<file path="src/rtl/fme_sad_select.sv">
// Fractional-pel SAD accumulator and best-candidate selector over an 8x8 block.
// Candidate groups stream in row by row. Each group's SADs are reduced to a
// minimum and folded into a running best. The block result is a one-cycle pulse.
module fme_sad_select #(
  parameter int unsigned DATAWIDTH = 8,
  parameter int unsigned BLK_W     = 8,
  parameter int unsigned BLK_H     = 8,
  parameter int unsigned NUM_CAND  = 3,
  parameter int unsigned NUM_GRP   = 9
) (
  input  logic                                clock,
  input  logic                                reset,
  input  logic                                in_valid,
  output logic                                in_ready,
  input  logic [NUM_CAND*BLK_W*DATAWIDTH-1:0] pred_row,
  input  logic [BLK_W*DATAWIDTH-1:0]          orig_row,
  output logic                                out_valid,
  output logic [DATAWIDTH+5:0]                best_sad,
  output logic [4:0]                          best_idx
);

  localparam int unsigned SAD_W   = DATAWIDTH + $clog2(BLK_W) + $clog2(BLK_H);
  localparam int unsigned ROW_W   = DATAWIDTH + $clog2(BLK_W);
  localparam int unsigned ROW_CW  = $clog2(BLK_H);
  localparam int unsigned GRP_CW  = $clog2(NUM_GRP);
  localparam int unsigned CAND_IW = $clog2(NUM_CAND);
  localparam int unsigned IDX_W   = 5;

  typedef enum logic [1:0] {
    IDLE    = 2'd0,
    ACCUM   = 2'd1,
    COMPARE = 2'd2,
    DONE    = 2'd3
  } state_t;

  state_t              state;
  logic [ROW_CW-1:0]   row_cnt;
  logic [GRP_CW-1:0]   grp_cnt;
  logic [SAD_W-1:0]    acc [NUM_CAND];
  logic [SAD_W-1:0]    run_best;
  logic [IDX_W-1:0]    run_idx;

  logic [ROW_W-1:0]    row_sad [NUM_CAND];
  logic [SAD_W-1:0]    grp_min;
  logic [CAND_IW-1:0]  grp_sel;
  logic [IDX_W-1:0]    cand_idx;
  logic                take_grp;
  logic [SAD_W-1:0]    new_best;
  logic [IDX_W-1:0]    new_idx;
  logic                beat;

  function automatic logic [DATAWIDTH-1:0] abs_diff(input logic [DATAWIDTH-1:0] a,
                                                   input logic [DATAWIDTH-1:0] b);
    return (a >= b) ? (a - b) : (b - a);
  endfunction

  assign beat = in_valid & in_ready;

  // Row SAD per candidate: sum of absolute sample differences across the row
  always_comb begin
    for (int c = 0; c < NUM_CAND; c++) begin
      row_sad[c] = '0;
      for (int s = 0; s < BLK_W; s++) begin
        row_sad[c] = row_sad[c] + ROW_W'(abs_diff(pred_row[(c*BLK_W+s)*DATAWIDTH +: DATAWIDTH],
                                                   orig_row[s*DATAWIDTH +: DATAWIDTH]));
      end
    end
  end

  // Group minimum, strict less-than so the lowest candidate index wins ties
  always_comb begin
    grp_min = acc[0];
    grp_sel = '0;
    for (int c = 1; c < NUM_CAND; c++) begin
      if (acc[c] < grp_min) begin
        grp_min = acc[c];
        grp_sel = CAND_IW'(c);
      end
    end
  end

  // Fold the group minimum into the running best; earlier groups keep ties
  always_comb begin
    cand_idx = IDX_W'(grp_cnt) * IDX_W'(NUM_CAND) + IDX_W'(grp_sel);
    take_grp = (grp_min < run_best);
    new_best = take_grp ? grp_min  : run_best;
    new_idx  = take_grp ? cand_idx : run_idx;
  end

  // Control FSM with accumulators, running best and registered outputs
  always_ff @(posedge clock) begin
    if (reset) begin
      state     <= IDLE;
      in_ready  <= 1'b1;
      out_valid <= 1'b0;
      best_sad  <= '0;
      best_idx  <= '0;
      row_cnt   <= '0;
      grp_cnt   <= '0;
      run_best  <= '1;
      run_idx   <= '0;
      for (int c = 0; c < NUM_CAND; c++) acc[c] <= '0;
    end else begin
      case (state)
        IDLE: begin
          if (beat) begin
            for (int c = 0; c < NUM_CAND; c++) acc[c] <= SAD_W'(row_sad[c]);
            row_cnt <= ROW_CW'(1);
            state   <= ACCUM;
          end
        end
        ACCUM: begin
          if (beat) begin
            for (int c = 0; c < NUM_CAND; c++) acc[c] <= acc[c] + SAD_W'(row_sad[c]);
            if (row_cnt == ROW_CW'(BLK_H - 1)) begin
              row_cnt  <= '0;
              in_ready <= 1'b0;
              state    <= COMPARE;
            end else begin
              row_cnt <= row_cnt + ROW_CW'(1);
            end
          end
        end
        COMPARE: begin
          run_best <= new_best;
          run_idx  <= new_idx;
          if (grp_cnt == GRP_CW'(NUM_GRP - 1)) begin
            out_valid <= 1'b1;
            best_sad  <= new_best;
            best_idx  <= new_idx;
            state     <= DONE;
          end else begin
            grp_cnt  <= grp_cnt + GRP_CW'(1);
            for (int c = 0; c < NUM_CAND; c++) acc[c] <= '0;
            in_ready <= 1'b1;
            state    <= ACCUM;
          end
        end
        DONE: begin
          out_valid <= 1'b0;
          run_best  <= '1;
          run_idx   <= '0;
          grp_cnt   <= '0;
          in_ready  <= 1'b1;
          state     <= IDLE;
        end
        default: begin
          state    <= IDLE;
          in_ready <= 1'b1;
        end
      endcase
    end
  end

endmodule
</file>
<file path="config.mk">
export PLATFORM = sky130hd
export DESIGN_NAME = fme_sad_select
export DESIGN_NICKNAME = d
export VERILOG_FILES = /design/src/rtl/fme_sad_select.sv
export SDC_FILE = /design/constraint.sdc
export NUM_CORES = 1
export LEC_CHECK = 0
export CAP_MARGIN = 5
export CORE_ASPECT_RATIO = 0.75
export CORE_MARGIN = 5
export CORE_UTILIZATION = 61
export CTS_BUF_LIST = sky130_fd_sc_hd__clkbuf_2 sky130_fd_sc_hd__clkbuf_4 sky130_fd_sc_hd__clkbuf_8
export CTS_CLUSTER_SIZE = 20
export DETAILED_ROUTE_END_ITERATION = 7
export PLACE_DENSITY = 0.91
export SYNTH_ARGS = -nofsm -noshare
export SYNTH_HDL_FRONTEND = slang
export SYNTH_SLANG_ARGS = --single-unit
</file>
<file path="constraint.sdc">
create_clock -name clock -period 11.7 [get_ports clock]
set_clock_uncertainty 0.1 [all_clocks]
set_input_delay 1.17 -clock clock [delete_from_list [all_inputs] [get_ports clock]]
set_output_delay 1.17 -clock clock [all_outputs]
set_load 0.02 [all_outputs]
</file>
---- Word-level counts from Yosys, hierarchy flattened ----
Memory sizes are Yosys's and may differ from the RTL's.
Cells that the tools add are included.
word-level totals
  logic and storage cells ................. 214
  bits in registers ....................... 49
  input bits .............................. 259
  output and inout port bits .............. 21
  memories ................................ 1
  bits in writable memories ............... 42
operators by class
  add/subtract/negate cells ............... 75
  reduce and logical (&&, ||, !) cells .... 10
  eq/ne operators ......................... 10
  $lt $le $gt $ge ......................... 27
  bitwise gates (word level) .............. 10
  $mul .................................... 1
  mux-type cells .......................... 71
memory list
  memory  depth  width  read ports  clocked after Yosys merged registers in  write ports  RTL line  source
  acc     3      14     3           0                                        3            39        logic [SAD_W-1:0] acc [NUM_CAND];
operator list
  cell                                                                count
  8-bit subtractor                                                    48
  8-bit >= comparator                                                 24
  8-bit two-way mux                                                   24
  14-bit two-way mux                                                  12
  11-bit by 8-bit adder with 11-bit output                            12
  14-bit by 11-bit adder with 14-bit output                           3
  14-bit less-than comparator                                         3
  10-bit by 8-bit adder with 11-bit output                            3
  9-bit by 8-bit adder with 10-bit output                             3
  14-bit case mux with 2 select lines                                 1
  8-bit by 8-bit adder with 9-bit output                              3
  1-bit two-way mux                                                   18
  2-bit two-way mux                                                   5
  2-bit inequality test, second input constant                        5
  5-bit case mux with 2 select lines                                  1
  3-bit two-way mux                                                   3
  1-bit bitwise OR                                                    9
  2-bit case mux with 4 select lines                                  1
  4-bit case mux with 2 select lines                                  1
  3-bit case mux with 2 select lines                                  1
  2-bit AND reduction                                                 3
  3-bit AND reduction                                                 2
  5-bit by 2-bit adder with 5-bit output                              1
  4-bit by 2-bit multiplier with 5-bit output, second input constant  1
  other kinds (15)                                                    17

---- Depth between registers and ports, before layout ----
  depth in word-level cells ............... 12
  gate-level depth with buffers ........... 35
  gate-level depth less buffers ........... 34

---- Worst setup path after synthesis ----
OpenSTA, ideal clock, no wires.
  path kind ............................... in2reg
  start point ............................. input pred_row[24]
  end point ............................... memory acc[0][13] (netlist name) (data pin)
  stages .................................. 34
  data arrival time ....................... 8.425 ns
  slack ................................... 3.043 ns
  library setup time ...................... 0.132 ns
  cells stage by stage .................... inv_1 -> ha_1 -> inv_1 -> fa_1 -> a21o_1 -> a21oi_2 -> a311o_2 -> nand2_4 -> a221o_1 -> a221o_1 -> nor2b_1 -> xor2_1 -> fa_1 -> inv_1 -> fa_1 -> fa_1 -> inv_1 -> fa_1 -> inv_1 -> fa_1 -> a21o_1 -> a21oi_1 -> nor2b_1 -> o21ai_0 -> nand2b_1 -> xor2_1 -> ha_1 -> a21o_1 -> nor3_1 -> o21ai_0 -> a31o_2 -> a21o_1 -> a311o_1 -> nand2_1
RTL lines
  what             RTL line  source
  start, declared  15        input logic [NUM_CAND*BLK_W*DATAWIDTH-1:0] pred_row,
  end, declared    39

==> impl_metrics.json <==
{
  "wl_cell_um": 19.4,
  "place.gp.congestion": 1.03,
  "drt_pass1_iterations": 6,
  "synthFlopType": "sky130_fd_sc_hd__dfxtp_1",
  "rsz0062_at_grt": "no",
  "vias": 23400,
  "postSynthNetCount": 4068,
  "period_needed_ns": 9.93,
  "antenna_found_initial": 2,
  "routed_via_density": 5.93,
  "grt_pass1_vias": 22200,
  "yosys_warnings": 0,
  "post-route-drc-count": 0,
  "worst_stage_delay_on_the_critical_path_ns": 0.96,
  "die_area_mm2": 0.0465,
  "yosysUniqueCellTypes": 83,
  "start_util_pct": 61.5,
  "cts_setup_buffers": 0,
  "die_height_um": 188,
  "worst_ep_arrival_time_ns": 9.99,
  "critPathCaptureType": "flop",
  "grt-ovfl-total": 0,
  "drive_gt1_share_pct": 2.84,
  "final_min_period_over_clock_period_pct": 84.9,
  "critical_path_required_ns": 11.76,
  "cts_buffers": 9,
  "cp_launch_type": "input port",
  "crit_top_cell": "sky130_fd_sc_hd__fa_1",
  "clkSlewWorstSetupHoldPaths_ns": 0.09,
  "path_class": "in -> reg",
  "post_synthesis_average_cell_area_um2": 8.22,
  "cts_tree": "built",
  "critical_path.slowest_cell": "sky130_fd_sc_hd__o21ai_1",
  "setup_violations": 0,
  "drt_iter0_drc": 2403,
  "ys_seq_elements": 91,
  "ys_seq_area_share_pct": 8.70,
  "hpwlAfterDp_um": 67100,
  "core_mm2": 0.0419,
  "cts_hold_repair.buffers": 0,
  "finish.net_count": 4310,
  "post_synth_inst_count": 3136,
  "port_buffers": 279,
  "crit_path_max_fanout": 14,
  "htree_num_levels": 3,
  "tns_ns": 0,
  "run_status": "finished clean",
  "fp.dieW_um": 247,
  "cts_root_buffer": "sky130_fd_sc_hd__clkbuf_8",
  "synth_edf_count": 42,
  "synthToLayoutAreaGrowth_pct": 13.8,
  "clock_latency_at_the_later_pin_of_the_worst_skew_pair_ns": 0.40,
  "timing.final.hold_violations": 0,
  "drt.antenna.violating_nets": 0,
  "ioPinCount": 280,
  "tightestPinTransition_ns": 1.23,
  "row_count": 65,
  "cts_buffer_depth": 2,
  "wl_um": 76700,
  "timing.fmax_ghz": 0.101,
  "clock-sinks": 91,
  "hp-class": "reg -> reg",
  "share_of_async_settable_or_async_resettable_flops_after_synthesis_pct": 0,
  "grt_start_max_net_pins": 47,
  "global_route_wire_length_before_repair_um": 119000,
  "netlist_area_pre_place_mm2": 0.0258,
  "timing_max_transition_violations_final": 0,
  "relSlewSlack_pct": 17.7,
  "fillers": 3239,
  "globalRouteTotalUtil_pct": 31.8,
  "post_cts_resize_count": 0,
  "cap_violations": 0
}
[worst max-delay path: cells and delay by family]
family,cells,cell delay (ns)
compound gates,14,3.23
xor+xnor,2,0.62
fa+ha+maj,7,3.02
buf+inv,5,1.26
mux,1,0.39
simple gates,3,0.32
[worst paths after layout]
| check | slack, ns | depth (start not counted) | from | to |
|---|---|---|---|---|
| worst min register to register | 0.36 | 2 | row_cnt[1] | row_cnt[1] |
| worst min-delay path | 0.36 | 2 | row_cnt[1] | row_cnt[1] |
| worst max register to register | 4.01 | 25 | acc[0][9] | run_best[1] |
| worst max-delay path | 1.77 | 32 | orig_row[25] | acc[0][27] |
[flip-flops by register name (all words and copies together), names as in the netlist]
| signal | count |
|---|---|
| acc | 42 |
| best_idx | 5 |
| best_sad | 14 |
| grp_cnt | 4 |
| in_ready | 1 |
| out_valid | 1 |
| row_cnt | 3 |
| run_best | 14 |
| run_idx | 5 |
| state | 2 |
[layout by cell type, fill, tap and decap left out, types with 17 or more instances in the layout]
cell	n
sky130_fd_sc_hd__nor2_1	169
sky130_fd_sc_hd__inv_1	616
sky130_fd_sc_hd__o21bai_1	39
sky130_fd_sc_hd__mux2i_1	126
sky130_fd_sc_hd__nand4_1	22
sky130_fd_sc_hd__a31oi_1	38
sky130_fd_sc_hd__o21ai_1	32
sky130_fd_sc_hd__ha_1	479
sky130_fd_sc_hd__xor2_1	59
sky130_fd_sc_hd__o211ai_1	18
sky130_fd_sc_hd__a21oi_1	223
sky130_fd_sc_hd__a311oi_1	20
sky130_fd_sc_hd__dfxtp_1	49
sky130_fd_sc_hd__nand2_1	206
sky130_fd_sc_hd__o21ai_0	106
sky130_fd_sc_hd__a21o_1	90
sky130_fd_sc_hd__nor3_1	35
sky130_fd_sc_hd__nor2b_1	25
sky130_fd_sc_hd__and3_1	17
sky130_fd_sc_hd__o21a_1	19
sky130_fd_sc_hd__fa_1	194
sky130_fd_sc_hd__clkdlybuf4s50_1	279
sky130_fd_sc_hd__edfxtp_1	42
sky130_fd_sc_hd__nand3_1	28
sky130_fd_sc_hd__mux2_2	33
sky130_fd_sc_hd__xnor2_1	131
sky130_fd_sc_hd__a211oi_1	40
[cell usage after synthesis (38+ instances only)]
master	instances	area share, %
sky130_fd_sc_hd__xnor2_1	131	4.5
sky130_fd_sc_hd__edfxtp_1	42	4.9
sky130_fd_sc_hd__mux2i_1	126	4.9
sky130_fd_sc_hd__ha_1	479	23
sky130_fd_sc_hd__clkbuf_1	40	0.58
sky130_fd_sc_hd__a21oi_1	223	4.3
sky130_fd_sc_hd__inv_1	616	9.0
sky130_fd_sc_hd__a211oi_1	40	1.2
sky130_fd_sc_hd__o21bai_1	39	1.1
sky130_fd_sc_hd__fa_1	194	15
sky130_fd_sc_hd__xor2_1	59	2.0
sky130_fd_sc_hd__a31oi_1	38	0.92
sky130_fd_sc_hd__o21ai_0	106	2.1
sky130_fd_sc_hd__nor2_1	170	2.5
sky130_fd_sc_hd__dfxtp_1	49	3.8
sky130_fd_sc_hd__a21o_1	90	2.6
sky130_fd_sc_hd__nand2_1	206	3.0
[through the flow]
stage | util (%) | setup WS, ns | instance area [um2] | hold slack [ns] | std cells
3_3_place_gp | 69.5 | 1.68 | 29100 | 0.341 | 3936
5_1_grt | 70.1 | 1.14 | 29300 | 0.385 | 3953
2_1_floorplan | - | 3.04 | 25800 | 0.336 | 3136
3_5_place_dp | 69.5 | 1.48 | 29100 | 0.352 | 3936
4_1_cts | 70.1 | 1.88 | 29300 | 0.365 | 3952
6_report | 70.1 | 1.77 | 29300 | 0.363 | 3953
[cell type report]
cell class | count | area, um2 | share of cell area (%)
Sequential cell | 91 | 2240 | 7.64
Clock buffer | 13 | 166 | 0.567
Clock inverter | 3 | 47.5 | 0.162
Tap cell | 569 | 712 | 2.43
Inverter | 617 | 2320 | 7.89
Antenna cell | 1 | 2.50 | 0.00853
Timing Repair Buffer | 291 | 2880 | 9.82
Multi-Input combinational cell | 2368 | 21000 | 71.5
[metal layers]
layer / vias up / routed length, um / GRT usage (%)
li1: 11100 / - / -
met1: 11000 / 33100 / 44.7
met2: 1202 / 32400 / 47.6
met3: 140 / 9010 / 10.2
met4: 2 / 2160 / 7.55
met5: - / 57 / 0
[cell families (layout without fill, tap and decap cells)]
group	Yosys count	after routing	synth area share, %
buf+inv	677	924	9.99
simple gates	571	571	10.1
xor+xnor	190	190	6.46
flops	91	91	8.70
compound gates	766	766	19.7
mux	168	168	6.76
other cells	0	1	0
fa+ha+maj	673	673	38.3
Power is left out: the tool's default activity adds up to more than one toggle a clock period on the data nets, which glitch-free logic cannot reach.
